File: config.mk
export PLATFORM = sky130hd
export DESIGN_NAME = tdm_demux
export DESIGN_NICKNAME = d
export VERILOG_FILES = /design/src/rtl/tdm_demux.sv
export SDC_FILE = /design/constraint.sdc
export NUM_CORES = 1
export LEC_CHECK = 0
export ABC_AREA = 1
export ABC_CLOCK_PERIOD_IN_PS = 1600
export CORE_AREA = 2 2 39 41
export CTS_CLUSTER_DIAMETER = 40
export DETAILED_ROUTE_END_ITERATION = 8
export DIE_AREA = 0 0 41 43
export GPL_TIMING_DRIVEN = 0
export HOLD_SLACK_MARGIN = 0.1
export PLACE_DENSITY = 0.56
export SKIP_LAST_GASP = 1
export SYNTH_ARGS = -nofsm -noshare
export SYNTH_HDL_FRONTEND = slang
export SYNTH_SLANG_ARGS = --single-unit
File: constraint.sdc
create_clock -name clk -period 1.6 [get_ports clk]
set_input_delay 0.16 -clock clk [delete_from_list [all_inputs] [get_ports clk]]
set_output_delay 0.16 -clock clk [all_outputs]
set_load 0.02 [all_outputs]
File: src/rtl/tdm_demux.sv
//------------------------------------------------------------------------------
// Module      : tdm_demux
// Description : Time-division demultiplexer; rebuilds the parallel lane word
//               from a framed serial sample stream.
// Revision    : 1.0 - initial release
//------------------------------------------------------------------------------
`default_nettype none

module tdm_demux #(
  parameter int LANES = 2,
  parameter int WIDTH = 1,
  parameter int SEL_W = 1
) (
  input  logic                   clk,
  input  logic                   reset,
  input  logic [WIDTH-1:0]       in,
  input  logic                   in_valid,
  input  logic                   frame_start,
  output logic [LANES*WIDTH-1:0] out,
  output logic                   out_valid,
  output logic [SEL_W-1:0]       sel,
  output logic                   sync_err
);

  localparam logic [SEL_W-1:0] c_LAST = SEL_W'(LANES - 1);

  typedef enum logic [0:0] {
    S_IDLE    = 1'b0,
    S_COLLECT = 1'b1
  } state_t;

  state_t                 r_state;
  state_t                 w_state_nxt;
  logic [SEL_W-1:0]       r_sel;
  logic [SEL_W-1:0]       w_sel_nxt;
  logic [LANES*WIDTH-1:0] r_shadow;
  logic [LANES*WIDTH-1:0] w_shadow_nxt;
  logic [LANES*WIDTH-1:0] r_out;
  logic [LANES*WIDTH-1:0] w_out_nxt;
  logic                   r_out_valid;
  logic                   w_out_valid_nxt;
  logic                   r_sync_err;
  logic                   w_sync_err_nxt;

  always_ff @(posedge clk or posedge reset) begin
    if (reset) begin
      r_state     <= S_IDLE;
      r_sel       <= '0;
      r_shadow    <= '0;
      r_out       <= '0;
      r_out_valid <= 1'b0;
      r_sync_err  <= 1'b0;
    end else begin
      r_state     <= w_state_nxt;
      r_sel       <= w_sel_nxt;
      r_shadow    <= w_shadow_nxt;
      r_out       <= w_out_nxt;
      r_out_valid <= w_out_valid_nxt;
      r_sync_err  <= w_sync_err_nxt;
    end
  end

  always_comb begin
    w_state_nxt     = r_state;
    w_sel_nxt       = r_sel;
    w_shadow_nxt    = r_shadow;
    w_out_nxt       = r_out;
    w_out_valid_nxt = 1'b0;
    w_sync_err_nxt  = 1'b0;

    if (in_valid) begin
      case (r_state)
        S_IDLE: begin
          // Unframed samples are silently dropped until a frame start appears.
          if (frame_start) begin
            w_shadow_nxt[WIDTH-1:0] = in;
            w_sel_nxt               = SEL_W'(1);
            w_state_nxt             = S_COLLECT;
          end
        end
        S_COLLECT: begin
          if (frame_start) begin
            // Resync: upper shadow lanes stay stale but are refilled before use.
            w_sync_err_nxt          = 1'b1;
            w_shadow_nxt[WIDTH-1:0] = in;
            w_sel_nxt               = SEL_W'(1);
          end else if (r_sel == c_LAST) begin
            w_out_nxt                               = r_shadow;
            w_out_nxt[(LANES-1)*WIDTH +: WIDTH]     = in;
            w_out_valid_nxt                         = 1'b1;
            w_sel_nxt                               = '0;
            w_state_nxt                             = S_IDLE;
          end else begin
            for (int k = 0; k < LANES; k++) begin
              if (r_sel == SEL_W'(k)) begin
                w_shadow_nxt[k*WIDTH +: WIDTH] = in;
              end
            end
            w_sel_nxt = r_sel + 1'b1;
          end
        end
        default: begin
          w_state_nxt = S_IDLE;
        end
      endcase
    end
  end

  assign out       = r_out;
  assign out_valid = r_out_valid;
  assign sel       = r_sel;
  assign sync_err  = r_sync_err;

endmodule

`default_nettype wire

Word level (Yosys, flattened, before mapping)
Index checks and enable logic that the tools add are counted.

Register bits after elaboration: 7. Bits of input ports: 5. Output and inout port bits: 5. Logic and storage cells: 32.

$add $sub $neg: 1. Equality and inequality tests: 2. Mux-type cells: 18. Bitwise operators: 2. Reduce and logical (&&, ||, !) cells: 3.

Operators by type and width (count): 2-to-1 mux 1 bit (15); case mux 1 bit (2 select lines) (3); AND reduction 4 bit (1); != test 3 bit, second input constant (1); AND reduction 3 bit (1); != test 2 bit, second input constant (1); NOT 1 bit (2); AND reduction 2 bit (1); adder 1 bit, second input constant (1).

Logic depth before layout (Yosys ltp)
Gate-level depths: netlist (run 1).

Depth after elaboration: 4. Gate-level depth with buffers: 5. Mapped depth without buffers: 5.

Worst setup path after synthesis (run 1)
No wires, ideal clock.

Kind: register to register. Start: reg r_sel (netlist: sel). End: reg r_out[0] (netlist: out[0]). Setup time: 0.116 ns. Data arrival time: 0.768 ns. Slack: 0.716 ns. Stages on the path, launching flop included: 6. Buffers on the path: 0. Period minus slack after synthesis: 0.884 ns. Cells stage by stage: dfrtp_1 inv_1 nor2_1 nand2_1 nand2_1 nand2_1.

Longest elaborated chain between the ends: 1.

Ends and longest elaborated chain: from (decl) (line 34) `logic [SEL_W-1:0] r_sel;`; from (signal assigned) (line 55) `r_sel <= w_sel_nxt;`; AND reduction 4 bit (no line); to (signal assigned) (line 57) `r_out <= w_out_nxt;`; to (decl) (line 38) `logic [LANES*WIDTH-1:0] r_out;`.

Every way passes these cells. A chain may end at the register's enable or synchronous reset.

Worst setup path in the final report (run 1)
Start: reg r_sel (netlist: sel). End: out sel.

RTL lines: to (decl) (line 21) `output logic [SEL_W-1:0] sel,`.

No word-level cell between the ends.

==> flow_summary_export.csv, run 1 <==
group,metric,value,unit
clock_network,cts_sinks,7,
pwr,p_int,429,µW
setup_path,ff2ff_setup_slack,0.70,ns
clock_network,clockBufferDepth,2,
routing,drt_iter0_drc,3,
setup_path,path_cells,"clkdlybuf4s50_1",
setup_path,r2r-end,"r_state$_DFFE_PP0P_",
timing,hold_viol_final,0,
global_route,grt_pass1_wl,807,µm
die,dieArea,1760,µm²
routing,vias_per_cell,3.80,
logic_synthesis,synth_nets,37,
logic_synthesis,synth_ff_type,"dfrtp_1",
timing,period_share,88.3,%
timing,worst_slack,0.187,ns
logic_synthesis,ys_types,8,
global_route,antenna_found_initial,0,
run_status,outcome,"finished, final reports clean",
routing,drc,0,
logic_synthesis,synth_common_cells,"nand2_1 (11), dfrtp_1 (7), inv_1 (5)",
setup_path,critPathKind,"reg -> out",
finish,antenna_cells,0,
clock_network,clk_latency,0.25,ns
setup_path,critPathMaxFanout,3,
timing,slew_headroom,82.4,%
die,die_w,41,µm
setup_path,cpPeakStageDelay,0.62,ns
clock_network,clk_pin_slew,0.05,ns
clock_network,cts_tree,"yes",
setup_path,crit_path_end_kind,"output port",
place,hpwl,384,µm
setup_path,critPathArrivalTime,1.25,ns
global_route,grt_pass1_vias,200,
logic_synthesis,synthCells,32,
flow_run,drv_cap,0,
clock_network,hold_buffers,0,
setup_path,path_depth,1,
setup_path,endpoint,"sel",
pwr,clkPwrFrac,25.2,%
logic_synthesis,yosysWarnings,0,
logic_synthesis,ys_ff_latch,7,
setup_path,crit_required,1.44,ns
die,io_pins,10,
clock_network,cts_max_level,1,
logic_synthesis,synth_top_area_share,60.9,%
pwr,seqPwrFrac,40.4,%
place,portBuffers,9,
die,chipHeight,43,µm
logic_synthesis,yosysMostFrequentCell,"nand2_1",
timing,skew,0.00463,ns
timing,slew_viol_final,0,
pwr,p_sw_share,33.3,%
clock_network,cts_setup_buffers,0,
finish,final_cell_count_no_fill,61,
place,dp_slack,0.427,ns
routing,vias,232,
setup_path,cp-start-kind,"register",
timing,whs,0.133,ns
timing,maxClockFrequency,708,MHz
global_route,grt_start_max_net_pins,8,
timing,finalSetupTns,0,ns
setup_path,crit_path_start,"sel$_DFFE_PP0P_",
min_path,hp-class,"in -> async",
finish,postLayoutCoreUtil,30.7,%
pwr,ir_worst_vdd,438,µV
routing,ant_nets,0,
pwr,p_sw,214,µW
clock_network,cts_root_buf,"clkbuf_4",
setup_path,critPathTopFamily,"buffers and inverters",
setup_path,cp_slowest_cell,"clkdlybuf4s50_1",
logic_synthesis,yosysSeqAreaShare,60.9,%
pwr,comb_power_share,34.5,%
pwr,p_leak,0.216,nW
timing,setup_viol,0,
global_route,grt_usage,8.50,%
die,core,1380,µm²
logic_synthesis,synth_edf_count,0,
timing,worst_pin_slew,0.264,ns
global_route,grt-ovfl-total,0,
clock_network,cts_resized,0,
logic_synthesis,synth_area,288,µm²
place,place_inst,57,
routing,routed_wl,485,µm
timing,fin_crit,1.41,ns
clock_network,cts_buffers,3,
finish,area_growth,47.4,%
setup_path,crit_buf_inv,1,
pwr,powerDensity,1520,nW/µm²
logic_synthesis,synth_top_area_cell,"dfrtp_1",
setup_path,ff2ff_path_depth,4,
routing,wl_per_cell,7.95,µm
setup_path,rr_startpoint,"r_state$_DFFE_PP0P_",
logic_synthesis,postSynthAreaPerCell,8.99,µm²
finish,fill_cells,146,
die,start_util,20.8,%
finish,nets,51,
place,gp_congestion,0.727,
routing,dr.pass1.iters,3,
finish,layout-drive-gt1-share,15.6,%
logic_synthesis,synthArstFlopShare,100,%
die,rows,14,
timing,rsz0062_at_grt,"no",
logic_synthesis,yosys-top-cells-area,"dfrtp_1 (61%), nand2_1 (14%), inv_1 (6.5%), nand2_2 (6.5%), nor2_4 (3.9%)",
-- flip-flops by register name (all words and copies together) (netlist names) --
signal / cells
out: 2
out_valid: 1
r_shadow: 1
r_state: 1
sel: 1
sync_err: 1
-- cell type report --
cell class	count	area, µm²	share of cell area, %
tap	16	20.0	4.72
multi-input combinational	20	93.8	22.1
sequential	7	175	41.3
timing repair buffer	9	90.1	21.2
clock buffer	4	26.3	6.19
inverter	5	18.8	4.42
-- logic make-up (layout without fill, tap and decap cells) --
kind of cell	Yosys count	after routing	synth area share, %
AND/OR/NAND/NOR	18	18	29.1
flip-flops	7	7	60.9
buffers and inverters	5	18	6.52
AO/OA/AOI/OAI	2	2	3.48
-- worst min path at each step --
| stage | startpoint | endpoint | slack, ns | cells after the start |
|---|---|---|---|---|
| 6_report | reset | out_valid$_DFF_PP0_ | 0.13 | 2 |
| 3_5_place_dp | reset | out_valid$_DFF_PP0_ | 0.41 | 2 |
| 3_3_place_gp | reset | out_valid$_DFF_PP0_ | 0.41 | 2 |
| 2_1_floorplan | reset | out[0]$_DFFE_PP0P_ | -0.04 | 1 |
| 4_1_cts | reset | out_valid$_DFF_PP0_ | 0.14 | 2 |
| 5_1_grt | reset | out_valid$_DFF_PP0_ | 0.16 | 2 |
-- layer usage --
metal  track usage (%)  routed length [µm]
met2              8.13                 212
met5                 0                   0
met1              9.24                 201
met4              10.0                  23
met3              7.85                  47
-- cell usage in the layout (no fill, tap or decap) --
master | synthesis | layout
nand2_2 | 3 | 3
clkbuf_4 | 0 | 3
clkbuf_1 | 0 | 1
o21ai_0 | 2 | 2
nand3_1 | 1 | 1
nand2_1 | 11 | 11
nor2_4 | 1 | 1
nor2_1 | 2 | 2
inv_1 | 5 | 5
clkdlybuf4s50_1 | 0 | 9
dfrtp_1 | 7 | 7
-- through the flow --
stage | cell area [µm²] | power (mW)
after detailed placement | 398 | 0.487
after floorplan | 288 | 0.384
after CTS | 424 | 0.655
after global routing | 424 | 0.698
final | 424 | 0.643
after global placement | 398 | 0.485
-- power groups by stage --
stage               clock network [mW]  logic, mW  registers (mW)
global placement                     0      0.222           0.263
global route                     0.187      0.243           0.267
finish                           0.162      0.222           0.259
CTS                              0.171      0.225           0.260
floorplan                            0     0.0743           0.310
detailed placement                   0      0.224           0.263
Power figures use the tool's default switching activity.
==> run 2, diff against run 1 <==
SETUP_SLACK_MARGIN = 0.02   (was default)
==> results of run 2 <==
No change in the layout: final DEF, timing and power equal those of run 1.
